## src/rtl/if_fetch_icache_if.sv

```systemverilog
// rtl/if_fetch_icache_if.sv - fetch stage allocator-side and decoder-side signal bundle
interface if_fetch_icache_if;
    logic        if_to_alloc_en_out;
    logic [31:0] if_a_out;
    logic [1:0]  if_offset_out;
    logic        alloc_to_if_gr_in;
    logic        alloc_to_if_en_in;
    logic [31:0] if_d_in;
    logic        stall_in;
    logic        if_to_dec_en_out;
    logic [31:0] if_pc_out;
    logic [31:0] if_instr_out;

    modport master (
        output if_to_alloc_en_out, if_a_out, if_offset_out,
        output if_to_dec_en_out, if_pc_out, if_instr_out,
        input  alloc_to_if_gr_in, alloc_to_if_en_in, if_d_in, stall_in
    );

    modport slave (
        input  if_to_alloc_en_out, if_a_out, if_offset_out,
        input  if_to_dec_en_out, if_pc_out, if_instr_out,
        output alloc_to_if_gr_in, alloc_to_if_en_in, if_d_in, stall_in
    );
endinterface

```

## src/rtl/if_fetch_icache.sv

```systemverilog
// rtl/if_fetch_icache.sv - instruction fetch with direct-mapped one-word-per-line icache
module if_fetch_icache #(
    parameter int          ICACHE_IDX_W = 6,
    parameter logic [31:0] RESET_PC     = 32'h0
) (
    input  logic              clk_in,
    input  logic              rst_in,
    input  logic              rdy_in,
    input  logic              clear_branch_in,
    input  logic [31:0]       branch_pc_in,
    if_fetch_icache_if.master bus
);
    localparam int LINES = 1 << ICACHE_IDX_W;
    localparam int TAG_W = 30 - ICACHE_IDX_W;

    typedef enum logic [1:0] {
        S_IDLE = 2'd0,
        S_REQ  = 2'd1,
        S_WAIT = 2'd2
    } state_t;

    state_t                  state_q, state_d;
    logic [31:0]             pc_q, pc_d;
    logic [31:0]             a_q, a_d;
    logic                    dec_en_q, dec_en_d;
    logic [31:0]             dec_pc_q, dec_pc_d;
    logic [31:0]             dec_instr_q, dec_instr_d;
    logic [LINES-1:0]        valid_q;
    logic [31:0]             data_mem [LINES];
    logic [TAG_W-1:0]        tag_mem  [LINES];
    logic [ICACHE_IDX_W-1:0] idx;
    logic [TAG_W-1:0]        pc_tag;
    logic                    hit;
    logic                    fill;

    // pc never moves while a miss is outstanding, so it also addresses the refill
    assign idx    = pc_q[ICACHE_IDX_W+1:2];
    assign pc_tag = pc_q[31:ICACHE_IDX_W+2];
    assign hit    = valid_q[idx] && (tag_mem[idx] == pc_tag);

    always_ff @(posedge clk_in) begin
        if (rst_in) begin
            state_q     <= S_IDLE;
            pc_q        <= RESET_PC;
            a_q         <= 32'h0;
            dec_en_q    <= 1'b0;
            dec_pc_q    <= 32'h0;
            dec_instr_q <= 32'h0;
            valid_q     <= '0;
        end else if (rdy_in) begin
            state_q     <= state_d;
            pc_q        <= pc_d;
            a_q         <= a_d;
            dec_en_q    <= dec_en_d;
            dec_pc_q    <= dec_pc_d;
            dec_instr_q <= dec_instr_d;
            if (fill) begin
                valid_q[idx] <= 1'b1;
            end
        end
    end

    always_ff @(posedge clk_in) begin
        if (!rst_in && rdy_in && fill) begin
            data_mem[idx] <= bus.if_d_in;
            tag_mem[idx]  <= pc_tag;
        end
    end

    always_comb begin
        state_d = state_q;
        if (clear_branch_in) begin
            state_d = S_IDLE;
        end else begin
            case (state_q)
                S_IDLE:  if (!hit) state_d = S_REQ;
                S_REQ:   if (bus.alloc_to_if_gr_in) state_d = S_WAIT;
                S_WAIT:  if (bus.alloc_to_if_en_in) state_d = S_IDLE;
                default: state_d = S_IDLE;
            endcase
        end
    end

    always_comb begin
        pc_d        = pc_q;
        a_d         = a_q;
        dec_en_d    = 1'b0;
        dec_pc_d    = dec_pc_q;
        dec_instr_d = dec_instr_q;
        fill        = 1'b0;
        if (clear_branch_in) begin
            pc_d = branch_pc_in;
        end else begin
            case (state_q)
                S_IDLE: begin
                    // a miss is raised even while the decoder stalls
                    if (!hit) begin
                        a_d = pc_q;
                    end else if (!bus.stall_in) begin
                        dec_en_d    = 1'b1;
                        dec_pc_d    = pc_q;
                        dec_instr_d = data_mem[idx];
                        pc_d        = pc_q + 32'd4;
                    end
                end
                S_WAIT:  fill = bus.alloc_to_if_en_in;
                default: fill = 1'b0;
            endcase
        end
    end

    assign bus.if_to_alloc_en_out = (state_q == S_REQ);
    assign bus.if_a_out           = a_q;
    assign bus.if_offset_out      = 2'b11;
    assign bus.if_to_dec_en_out   = dec_en_q;
    assign bus.if_pc_out          = dec_pc_q;
    assign bus.if_instr_out       = dec_instr_q;
endmodule

```

## src/flat_wrapper.sv

```systemverilog
// flat-port wrapper written by rule: the top's interface ports become plain ports
module if_fetch_icache_flat 
#(
    parameter int          ICACHE_IDX_W = 6,
    parameter logic [31:0] RESET_PC     = 32'h0
)
  (clk_in, rst_in, rdy_in, clear_branch_in, branch_pc_in, bus_if_to_alloc_en_out, bus_if_a_out, bus_if_offset_out, bus_if_to_dec_en_out, bus_if_pc_out, bus_if_instr_out, bus_alloc_to_if_gr_in, bus_alloc_to_if_en_in, bus_if_d_in, bus_stall_in);
  if_fetch_icache_if bus_i ();
  input  logic clk_in;
  input  logic rst_in;
  input  logic rdy_in;
  input  logic clear_branch_in;
  input  logic [31:0] branch_pc_in;
  output wire logic [$bits(bus_i.if_to_alloc_en_out)-1:0] bus_if_to_alloc_en_out;
  output wire logic [$bits(bus_i.if_a_out)-1:0] bus_if_a_out;
  output wire logic [$bits(bus_i.if_offset_out)-1:0] bus_if_offset_out;
  output wire logic [$bits(bus_i.if_to_dec_en_out)-1:0] bus_if_to_dec_en_out;
  output wire logic [$bits(bus_i.if_pc_out)-1:0] bus_if_pc_out;
  output wire logic [$bits(bus_i.if_instr_out)-1:0] bus_if_instr_out;
  input wire logic [$bits(bus_i.alloc_to_if_gr_in)-1:0] bus_alloc_to_if_gr_in;
  input wire logic [$bits(bus_i.alloc_to_if_en_in)-1:0] bus_alloc_to_if_en_in;
  input wire logic [$bits(bus_i.if_d_in)-1:0] bus_if_d_in;
  input wire logic [$bits(bus_i.stall_in)-1:0] bus_stall_in;
  assign bus_if_to_alloc_en_out = bus_i.if_to_alloc_en_out;
  assign bus_if_a_out = bus_i.if_a_out;
  assign bus_if_offset_out = bus_i.if_offset_out;
  assign bus_if_to_dec_en_out = bus_i.if_to_dec_en_out;
  assign bus_if_pc_out = bus_i.if_pc_out;
  assign bus_if_instr_out = bus_i.if_instr_out;
  assign bus_i.alloc_to_if_gr_in = bus_alloc_to_if_gr_in;
  assign bus_i.alloc_to_if_en_in = bus_alloc_to_if_en_in;
  assign bus_i.if_d_in = bus_if_d_in;
  assign bus_i.stall_in = bus_stall_in;
  if_fetch_icache #(.ICACHE_IDX_W(ICACHE_IDX_W), .RESET_PC(RESET_PC)) u_core (.clk_in(clk_in), .rst_in(rst_in), .rdy_in(rdy_in), .clear_branch_in(clear_branch_in), .branch_pc_in(branch_pc_in), .bus(bus_i));
endmodule
```

## config.mk

```make
export PLATFORM = sky130hd
export DESIGN_NAME = if_fetch_icache_flat
export DESIGN_NICKNAME = d
export VERILOG_FILES = /design/src/rtl/if_fetch_icache_if.sv /design/src/rtl/if_fetch_icache.sv /design/src/flat_wrapper.sv
export SDC_FILE = /design/constraint.sdc
export NUM_CORES = 2
export LEC_CHECK = 0
export BUFFER_PORTS_ARGS = -buffer_cell sky130_fd_sc_hd__clkbuf_2
export CORE_AREA = 2 2 755 757
export DETAILED_ROUTE_END_ITERATION = 16
export DIE_AREA = 0 0 757 759
export PLACE_DENSITY = 0.46
export SLEW_MARGIN = 20
export SYNTH_ARGS = -nofsm -noshare
export SYNTH_HDL_FRONTEND = slang
export SYNTH_SLANG_ARGS = --single-unit
export TNS_END_PERCENT = 50
```

## constraint.sdc

```tcl
create_clock -name clk_in -period 5.4 [get_ports clk_in]
set_input_delay 0.54 -clock clk_in [delete_from_list [all_inputs] [get_ports clk_in]]
set_output_delay 0.54 -clock clk_in [all_outputs]
set_load 0.01 [all_outputs]
```

==> Yosys cells after proc, flatten, opt, wreduce, memory -nomap -nowiden <==
Memories as Yosys holds them, arrays and structs flattened. A register that Yosys moved wholly into a read port is not among the register bits.
Index checks and enable logic that the tools add are counted.
{ "totals": {"register_bits": 163, "ramBits": 3584, "input_bits": 71, "elab_cells": 58, "mem_count": 2} }
{ "memory_table": {"columns": ["memory", "depth", "word_bits", "read_ports", "rd_clocked_by_memory_dff", "write_ports", "line_no", "source"], "rows": [
  ["u_core.data_mem", 64, 32, 1, 1, 1, "if_fetch_icache.sv:29", "logic [31:0] data_mem [LINES];"],
  ["u_core.tag_mem", 64, 24, 1, 1, 1, "if_fetch_icache.sv:30", "logic [TAG_W-1:0] tag_mem [LINES];"]
]} }
{ "classes": {"add_sub_neg": 1, "n_lt_le_gt_ge": 2, "n_eq_ne": 7, "mux": 23, "bitwise": 4, "n_reduce_logical": 13} }
{ "ops": {"columns": ["cell", "count"], "rows": [
  ["two-way mux 32 bit", 4],
  ["OR 64 bit", 1],
  ["adder 32 x 3 -> 32 bit (second input constant)", 1],
  ["equality test 24 bit", 1],
  ["two-way mux 6 bit", 2],
  ["AND reduction 4 bit", 3],
  ["two-way mux 1 bit", 10],
  ["two-way mux 2 bit", 4],
  ["less-than comparator 6 x 7 -> 1 bit (second input constant)", 1],
  ["binary-select mux 1 bit (select 6 bit)", 1],
  ["demux 1 bit (select 6 bit)", 1],
  [">= comparator 6 x 1 -> 1 bit (second input constant)", 1],
  ["inequality test 3 bit (second input constant)", 2],
  ["case mux 2 bit (3 select lines)", 1],
  ["AND reduction 5 bit", 1],
  ["logical AND 1 bit", 4],
  ["nonzero test 2 bit", 2],
  ["inequality test 3 x 2 -> 1 bit (second input constant)", 1],
  ["inverter 1 bit", 3],
  ["equality test 2 x 1 -> 1 bit (second input constant)", 1],
  ["equality test 2 bit (second input constant)", 1],
  ["logical NOT 2 bit", 1],
  ["inequality test 2 bit (second input constant)", 1],
  ["AND reduction 2 bit", 1],
  ["logical NOT 1 bit", 1]
]} }

==> Logic depth before layout (Yosys ltp) <==
{ "logic_depth": {"ltp_word": 8, "depth_mapped": 19} }

==> Worst setup path after synthesis <==
No wires, ideal clock.
{ "synth_path": {"kind": "input to register", "startpoint": "input port rdy_in", "endpoint": "memory u_core.data_mem[17][0] (enable)", "arrival_ps": 4231, "path_slack_ps": 698, "cell_stages": 5, "path_buffers": 1, "path_cell_list": "clkbuf_1 -> nand2_1 -> nor3_1 -> nand2_1 -> nor2_1"} }
{ "synth_between": {"elab_chain_len": 4} }
{ "synth_lines": {"columns": ["item", "line_no", "source"], "rows": [
  ["start: declaration", "flat_wrapper.sv:11", "input logic rdy_in;"],
  ["logical AND 1 bit (2 in a row)", "if_fetch_icache.sv:64", "if (!rst_in && rdy_in && fill) begin"],
  ["two-way mux 1 bit", "if_fetch_icache.sv:64", null],
  ["two-way mux 1 bit (not written as such)", "if_fetch_icache.sv:65", "data_mem[idx] <= bus.if_d_in;"],
  ["end: declaration", "if_fetch_icache.sv:29", null]
]} }
No other way between the ends.

==> impl_metrics.env <==
export IMPL_period_share_pct=98.6
export IMPL_grt_pass1_wl_um=717000
export IMPL_synthDominantCellAreaShare_pct=76.3
export IMPL_post_route_min_period_ns=5.33
export IMPL_p_leak_nw=50.8
export IMPL_multi_input_area_mm2=0.0277
export IMPL_initial_utilization_pct=24.9
export IMPL_max_slew_margin_rel_pct=16.1
export IMPL_p_per_area_mw_per_mm2=369
export IMPL_syn2layout_area_growth_pct=18.1
export IMPL_synth_common_cells="3584 x edfxtp_1, 810 x a22oi_1, 340 x mux2i_1"
export IMPL_clock_sinks=3785
export IMPL_drtAntennaViolNets=0
export IMPL_cpPeakStageDelay_ns=0.69
export IMPL_regArea_mm2=0.112
export IMPL_clkLatencyLatePin_ns=1.01
export IMPL_cpMaxStageDelayCell="and2_1"
export IMPL_num_rows=277
export IMPL_clock_root_buffer="clkbuf_16"
export IMPL_switching_share_pct=22.5
export IMPL_combPwrFrac_pct=5.0
export IMPL_synth_edff_count=3584
export IMPL_place_area_mm2=0.154
export IMPL_synth_top_area_cell="edfxtp_1"
export IMPL_p_int_mw=47.6
export IMPL_cp_required_ns=6.25
export IMPL_drive_above_1_share_pct=19.1
export IMPL_finClkSkew_ns=0.0504
export IMPL_first_pass_iters=6
export IMPL_syn_inst=7435
export IMPL_finalHoldViolations=0
export IMPL_die_y_um=759
export IMPL_worstSetupPathType="reg2reg"
export IMPL_globalplace_congestion=0.804
export IMPL_rsz0062_at_grt="false"
export IMPL_hold_class="in2reg"
export IMPL_clock_path_buffers=4
export IMPL_die_w_um=757
export IMPL_peakVddDrop_mv=0.272
export IMPL_async_flop_share_pct=0
export IMPL_p_switching_mw=13.8
export IMPL_core_area_mm2=0.567
export IMPL_ios=171
export IMPL_yosysMostFrequentCell="edfxtp_1"
export IMPL_seqPwrFrac_pct=52.5
export IMPL_syn_area_per_cell_um2=19.0
export IMPL_pwr_share_clk_pct=42.5
export IMPL_crit_fanout=22
export IMPL_drt_iter0_markers=12700
export IMPL_ys_seq_elements=3785
export IMPL_cp_common_cell="buf_4"
export IMPL_dpl_hpwl_um=284000
export IMPL_wl_per_cell_um=34.2
export IMPL_fin_util_pct=29.4
export IMPL_ys_flop_type="edfxtp_1"
export IMPL_end_kind="register"
export IMPL_fillers=55700
export IMPL_finalSetupViolations=0
export IMPL_first_global_vias=79500
export IMPL_cp_arrival_ns=6.18
export IMPL_vias=81900
export IMPL_h_tree_depth=5
export IMPL_drt_vias_per_instance=5.19
export IMPL_syn_cell_area_mm2=0.141
export IMPL_yosysWarnings=0
export IMPL_worst_pin_slew_ns=1.26
export IMPL_die_area_mm2=0.575
export IMPL_nets=8004
export IMPL_fmax_mhz=188
export IMPL_start_kind="register"
export IMPL_cts_tree="yes"
export IMPL_yosysUniqueCellTypes=86
export IMPL_grt_max_degree=90
export IMPL_slew_viol_final=0
export IMPL_outcome="completed"
export IMPL_port_buffers=168
export IMPL_final_area_mm2=0.167
export IMPL_drc=0
export IMPL_synthTopCellsByArea="edfxtp_1 76%, mux4_2 4.8%, a22oi_1 4.3%"
export IMPL_cap_violations=0
export IMPL_yosysSeqAreaShare_pct=79.2
export IMPL_path_clk_slew_ns=0.07
export IMPL_grt_use_total_pct=18.0
export IMPL_antenna_found_initial=51
export IMPL_numCtsBuffers=375
export IMPL_overflow=0
export IMPL_postRouteWirelength_um=539000
export IMPL_fin_hold_ws_ns=0.0567
export IMPL_worstPathCellList="buf_12 -> buf_4 -> and2_1 -> a22oi_1 -> nand3_1 -> nand4_1 -> xnor2_1 -> a21oi_1 -> nor4_1 -> nand4_1 -> buf_4 -> nor4_2 -> buf_4 -> buf_12 -> mux2i_1 -> nor2_1"
## per-stage QoR
stage               TNS [ns]  worst slack, ns  instances  power (mW)
floorplan                  0            0.698       7436        34.3
global placement      -27.90           -0.332      15100        35.8
detailed placement    -16.98           -0.287      15100        35.9
CTS                        0           0.0114      15800        61.8
global route               0           0.0129      15800        63.0
finish                     0           0.0736      15800        61.4
## repair_timing
| item | 4_1_cts | 5_1_grt |
|---|---|---|
| gates cloned | 0 | 0 |
| buffers inserted | 3 | 5 |
| hold buffers | 18 | 1 |
| endpoints found under the hold margin | 49 | 13 |
| pin swaps | 0 | 1 |
| gates resized for setup | 3 | 3 |
| endpoints found under the setup margin | 122 | 53 |
## critical path, delay by kind of cell, from the launching register on
| kind | cells | cell delay, ns |
|---|---|---|
| AOI/OAI and AO/OA | 2 | 0.43 |
| xor gates and xnor gates | 1 | 0.51 |
| buffers and inverters | 5 | 1.17 |
| DFF | 1 | 0.66 |
| muxes | 1 | 0.24 |
| and+or+nand+nor | 7 | 2.02 |
## final timing paths
check	from	end	slack, ns	cells past startpoint
worst min-delay path	branch_pc_in[8]	u_core.pc_q[8]	0.06	3
worst max register to register	register	u_core.bus.if_pc_out[26]	0.07	16
worst min register to register	u_core.valid_q[11]	u_core.valid_q[11]	0.45	1
worst max-delay path	register	u_core.bus.if_pc_out[26]	0.07	16
## cells in the final DEF, fill, tap and decap left out, types with 17 or more instances in the layout
master	n
a221oi_1	171
buf_4	293
mux4_2	300
nor2_4	70
nand4_1	148
dfxtp_1	169
bufinv_16	31
clkinv_1	85
nor2b_1	17
and3_1	18
dfxtp_2	27
a31oi_1	138
o22ai_1	44
buf_2	28
nand2b_1	18
nand2_1	102
mux2i_1	340
clkbuf_16	378
a22oi_1	809
buf_12	123
a21o_1	60
nor2_1	164
nor3_1	25
a22o_1	164
edfxtp_1	3584
clkbuf_1	81
a21oi_1	171
dlygate4sd3_1	19
o21ai_0	35
nand3_1	103
clkbuf_2	138
clkinv_2	65
## metal layers
layer  GRT usage [%]  vias up  wire [µm]
li1                -    32200          -
met1            25.3    44400     228000
met2            28.9     4483     251000
met3            2.84      801      44700
met4            4.93       18      15900
met5               0        -        128
## final cells by class
cell class	count	share of cell area, %
antenna	12	0.0180
clock buffer	471	5.95
clock inverter	212	1.25
inverter	16	0.0360
multi-input combinational	3151	16.6
sequential	3785	67.0
tap	7533	5.66
timing repair buffer	603	3.43
## flip-flops by register name, summed over array words and instances, names as in the netlist, named ones only
register / flops
u_core.data_mem: 2048
u_core.bus.if_instr_out: 32
u_core.bus.if_to_dec_en_out: 1
u_core.state_q: 2
u_core.pc_q: 32
u_core.tag_mem: 1536
u_core.bus.if_pc_out: 32
u_core.valid_q: 64
u_core.bus.if_a_out: 32
## kinds of logic (layout without fill, tap and decap cells)
family	count (synthesis)	in the layout	synth area share, %
AO/OA/AOI/OAI	1717	1717	9.02
multiplexers	653	653	7.31
AND/OR/NAND/NOR	757	757	2.70
other	1	14	0.00266
flip-flops	3785	3785	79.2
buffers and inverters	500	1302	1.66
adder cells (fa/ha/maj)	1	1	0.00887
XOR/XNOR	21	21	0.130
## power by group through the flow
| stage | Combinational [mW] | Sequential (mW) | Clock [mW] |
|---|---|---|---|
| after floorplan | 1.46 | 32.9 | 0 |
| after global placement | 2.97 | 32.9 | 0 |
| after detailed placement | 3.01 | 32.9 | 0 |
| after CTS | 3.05 | 32.2 | 26.5 |
| after global routing | 3.20 | 32.2 | 27.6 |
| final | 3.07 | 32.2 | 26.1 |
Note: power is estimated with default switching activity, not from simulation.
